**src/rtl/uart_tx_fifo_drain.sv**
```systemverilog
// rtl/uart_tx_fifo_drain.sv - 8N1/8N2 UART transmitter draining a first-word-fall-through FIFO
module uart_tx_fifo_drain #(
  parameter int CLKS_PER_BIT = 868,
  parameter int DATA_WIDTH   = 8,
  parameter int STOP_BITS    = 1,
  parameter int CNT_W        = $clog2(CLKS_PER_BIT)
) (
  input  logic                  i_clk,
  input  logic                  i_rst_n,
  input  logic                  i_enable,
  input  logic                  i_fifo_empty,
  input  logic [DATA_WIDTH-1:0] i_fifo_data,
  output logic                  o_fifo_read_en,
  output logic                  o_tx,
  output logic                  o_busy
);

  localparam int IDX_W = (DATA_WIDTH > 1) ? $clog2(DATA_WIDTH) : 1;
  localparam logic [CNT_W-1:0] CNT_RELOAD = CNT_W'(CLKS_PER_BIT - 1);
  localparam logic [IDX_W-1:0] LAST_IDX   = IDX_W'(DATA_WIDTH - 1);
  localparam logic             STOP_LAST  = (STOP_BITS == 2);

  typedef enum logic [1:0] {IDLE, START, DATA, STOP} state_t;

  state_t                state_q, state_d;
  logic [CNT_W-1:0]      cnt_q, cnt_d;
  logic [IDX_W-1:0]      idx_q, idx_d;
  logic                  stop_idx_q, stop_idx_d;
  logic [DATA_WIDTH-1:0] shift_q, shift_d;
  logic                  tx_q, tx_d;
  logic                  busy_q, busy_d;
  logic                  cnt_zero;
  logic                  load;
  logic                  stop_done;
  logic                  read_en;

  always_comb begin
    state_d    = state_q;
    cnt_d      = cnt_q;
    idx_d      = idx_q;
    stop_idx_d = stop_idx_q;
    shift_d    = shift_q;
    cnt_zero   = (cnt_q == '0);
    load       = i_enable & ~i_fifo_empty;
    stop_done  = (state_q == STOP) & cnt_zero & (stop_idx_q == STOP_LAST);
    // Pop is qualified by reset so the FIFO tail never moves while held in reset.
    read_en    = i_rst_n & load & ((state_q == IDLE) | stop_done);

    case (state_q)
      IDLE: begin
        if (read_en) begin
          shift_d = i_fifo_data;
          cnt_d   = CNT_RELOAD;
          state_d = START;
        end
      end
      START: begin
        if (cnt_zero) begin
          cnt_d   = CNT_RELOAD;
          idx_d   = '0;
          state_d = DATA;
        end else begin
          cnt_d = cnt_q - CNT_W'(1);
        end
      end
      DATA: begin
        if (cnt_zero) begin
          shift_d = shift_q >> 1;
          cnt_d   = CNT_RELOAD;
          if (idx_q == LAST_IDX) begin
            stop_idx_d = 1'b0;
            state_d    = STOP;
          end else begin
            idx_d = idx_q + IDX_W'(1);
          end
        end else begin
          cnt_d = cnt_q - CNT_W'(1);
        end
      end
      STOP: begin
        if (stop_done) begin
          // Chaining straight into START gives back-to-back frames with no idle gap.
          if (read_en) begin
            shift_d = i_fifo_data;
            cnt_d   = CNT_RELOAD;
            state_d = START;
          end else begin
            state_d = IDLE;
          end
        end else if (cnt_zero) begin
          stop_idx_d = 1'b1;
          cnt_d      = CNT_RELOAD;
        end else begin
          cnt_d = cnt_q - CNT_W'(1);
        end
      end
      default: state_d = IDLE;
    endcase

    case (state_d)
      START:   tx_d = 1'b0;
      DATA:    tx_d = shift_d[0];
      default: tx_d = 1'b1;
    endcase
    busy_d = (state_d != IDLE);
  end

  always_ff @(posedge i_clk) begin
    if (!i_rst_n) begin
      state_q    <= IDLE;
      cnt_q      <= '0;
      idx_q      <= '0;
      stop_idx_q <= 1'b0;
      shift_q    <= '0;
      tx_q       <= 1'b1;
      busy_q     <= 1'b0;
    end else begin
      state_q    <= state_d;
      cnt_q      <= cnt_d;
      idx_q      <= idx_d;
      stop_idx_q <= stop_idx_d;
      shift_q    <= shift_d;
      tx_q       <= tx_d;
      busy_q     <= busy_d;
    end
  end

  assign o_fifo_read_en = read_en;
  assign o_tx           = tx_q;
  assign o_busy         = busy_q;

endmodule

```
**config.mk**
```make
export PLATFORM = sky130hd
export DESIGN_NAME = uart_tx_fifo_drain
export DESIGN_NICKNAME = d
export VERILOG_FILES = /design/src/rtl/uart_tx_fifo_drain.sv
export SDC_FILE = /design/constraint.sdc
export NUM_CORES = 1
export LEC_CHECK = 0
export CAP_MARGIN = 15
export CELL_PAD_IN_SITES_DETAIL_PLACEMENT = 0
export CELL_PAD_IN_SITES_GLOBAL_PLACEMENT = 1
export CORE_UTILIZATION = 47
export DETAILED_ROUTE_END_ITERATION = 10
export GPL_TIMING_DRIVEN = 0
export MAX_ROUTING_LAYER = met4
export PLACE_DENSITY = 0.95
export RECOVER_POWER = 25
export SLEW_MARGIN = 10
export SYNTH_ARGS = -nofsm -noshare
export SYNTH_HDL_FRONTEND = slang
export SYNTH_SLANG_ARGS = --single-unit
```
**constraint.sdc**
```tcl
create_clock -name i_clk -period 4.22 [get_ports i_clk]
set_input_delay 0.844 -clock i_clk [delete_from_list [all_inputs] [get_ports i_clk]]
set_output_delay 0.844 -clock i_clk [all_outputs]
set_load 0.005 [all_outputs]
```
==> qor.yml <==
hold_violations: 0
worst-setup-path-type: "reg2out"
finalSetupTns_ns: 0
yosysUniqueCellTypes: 61
antenna_left: 0
drive_above_1_share: 0.09957
yosysWarnings: 0
synthesis.area_sq_um: 1779
routedWlPerCell_um: 15.74
synthMostInstantiatedCell: "dfxtp_1"
synthCells: 213
endpoint_kind: "primary output"
rr_worst_depth: 7
place_congestion: 0.9296
htree_levels: 1
path_clk_slew_ns: 0.10
cts_root_buf: "clkbuf_8"
fmax_ghz: 0.2755
total_power_uw: 902.3
layout_min_cycle_time_ns: 3.629
drtIter0Drc: 88
cp.required_ns: 3.38
slowest_delay_ns: 0.56
drcViolationCount: 0
cts_buffer_depth: 2
ir_drop_mv: 0.2021
crit_cells: 8
timing.slew.headroom: 0.4285
grt.met2_usage: 0.3684
vias_per_cell: 6.087
area_growth_pct: 14.28
die_area_sq_um: 4035
antennaDiodeCount: 0
drt-pass1-iter-count: 4
crit_path_top_delay_cell: "nor3b_2"
top_usage_layer: "met2"
syn_nets: 233
grt_pass1_vias: 1593
finalMaxSlewViolations: 0
setup_viol_count_final: 0
status: "finished, final reports clean"
path_buf_inv: 4
ys_seq_area_frac: 0.2925
hold_class: "reg2reg"
vias: 1686
rows: 21
die_x_um: 63.53
grt_antenna_before_repair: 0
p_leak_nw: 0.7216
postCtsHoldBufs: 0
fin_nets: 252
worstMarginPinSlew_ns: 0.8508
p_comb_frac: 0.434
avgSynthCellArea_sq_um: 8.353
clock_latency_ns: 0.28
grt_use_total: 0.2457
synth_seq_cells: 26
synth_area_leaders: "dfxtp_1 (29%), ha_1 (5.6%), o21ai_0 (4.8%)"
drt_wl_total_um: 4360
core_area_sq_um: 3468
numCtsBuffers: 3
place_inst: 273
synth-main-ff-cell: "dfxtp_1"
min_period_over_period: 0.8600
cap_violations: 0
pwr-share-seq: 0.328
die-height_um: 63.53
met1_usage: 0.3403
clkPwrFrac: 0.238
cellPowerDensity_nw_per_um2: 443.8
grt_pass1_wl_um: 7631
synth_commonest_cells: "dfxtp_1 (26), o21ai_0 (17), nand2_1 (15), nor2_1 (15), a21oi_1 (14)"
synthArstFlopShare: 0
p_sw_frac: 0.3909
ios: 15
place_hpwl_um: 3248
cts_post_setup_buffers_inserted: 0
crit_family: "buffers and inverters"
cts_tree: "done"
grt-ovfl-total: 0
cp-start-kind: "register"
crit_arrival_ns: 2.79
p_int_uw: 549.6
fin_skew_ns: 0.007463
rsz0062_at_grt: "false"
post_cts_resize_count: 0
layout.cells.non_filler: 277
synth_top_area_share: 0.2925
yosys.area.top_type: "dfxtp_1"
switching_power_uw: 352.7
clock_sinks: 26
grt_max_degree: 16
crit_fanout: 10
port_buffers: 14
min_path_cells: 2
met3_usage: 0.01993
initial_core_util: 0.5130
crit_chain: "inv_1 -> ha_1 -> nor3b_2 -> a41oi_2 -> nand2b_4 -> clkinv_2 -> buf_8 -> clkdlybuf4s50_1"
synth_edf_count: 0
-- stage by stage --
step	instance area, sq um	setup slack, ns	hold slack (ns)	utilization
4_1_cts	2048	0.6061	0.4838	0.5905
6_report	2033	0.5907	0.4827	0.5862
5_1_grt	2033	0.4211	0.5101	0.5862
3_5_place_dp	1977	0.8137	0.4671	0.5700
2_1_floorplan	1779	1.825	0.4502	-
3_3_place_gp	1977	0.8010	0.4610	0.5700
-- cell usage in the layout, fill, tap and decap left out, types with 7 or more instances in the layout --
cell type,n
nand2_1,15
clkdlybuf4s50_1,11
a32oi_1,7
o21ai_0,17
dfxtp_1,26
a21oi_1,14
ha_1,8
nor3_1,8
inv_1,12
clkbuf_1,7
nor2_1,15
-- area by class of cell --
| type | instances | area, sq um |
|---|---|---|
| Fill cell | 332 | 1435 |
| Timing Repair Buffer | 14 | 140.1 |
| Inverter | 13 | 50.05 |
| Buffer | 11 | 65.06 |
| Clock inverter | 1 | 30.03 |
| Sequential cell | 26 | 520.5 |
| Tap cell | 46 | 57.56 |
| Clock buffer | 3 | 41.29 |
| Multi-Input combinational cell | 163 | 1129 |
-- power by group through the flow --
stage	sequential, mW	clock (mW)	combinational (mW)
floorplan	0.297	0	0.298
global placement	0.301	0	0.396
detailed placement	0.302	0	0.397
CTS	0.296	0.215	0.400
global route	0.301	0.225	0.432
finish	0.296	0.215	0.391
-- logic make-up after synthesis --
family / synth area share
and+or+nand+nor: 0.2567
AOI/OAI and AO/OA: 0.3249
DFF: 0.2925
adders and majority gates: 0.05626
xor gates and xnor gates: 0.004924
buffers and inverters: 0.06469
-- per-layer routing --
metal / share of wire / wire length [um] / up-vias
met2: 0.44 / 1937 / 45
met1: 0.49 / 2153 / 782
li1: - / - / 852
met5: 0 / 0 / -
met3: 0.047 / 207 / 7
met4: 0.014 / 62 / 0
-- registers in the layout, summed over array words and instances (netlist names) --
register,flops
cnt_q,10
shift_q,8
idx_q,3
state_q,2
o_busy,1
o_tx,1
stop_idx_q,1
-- tightest hold or removal path: stages (launching register included) --
cell     delay (ns)
dfxtp_1        0.32
o21ai_0        0.06
a21oi_1        0.06
-- worst paths after layout --
path / from / end / slack [ns]
setup reg to reg: cnt_q[0] / cnt_q[9] / 1.70
hold / removal: shift_q[2] / shift_q[2] / 0.48
setup / recovery: cnt_q[0] / o_fifo_read_en / 0.59
hold reg to reg: shift_q[2] / shift_q[2] / 0.48
No activity file was read; power rests on OpenSTA's default activity.
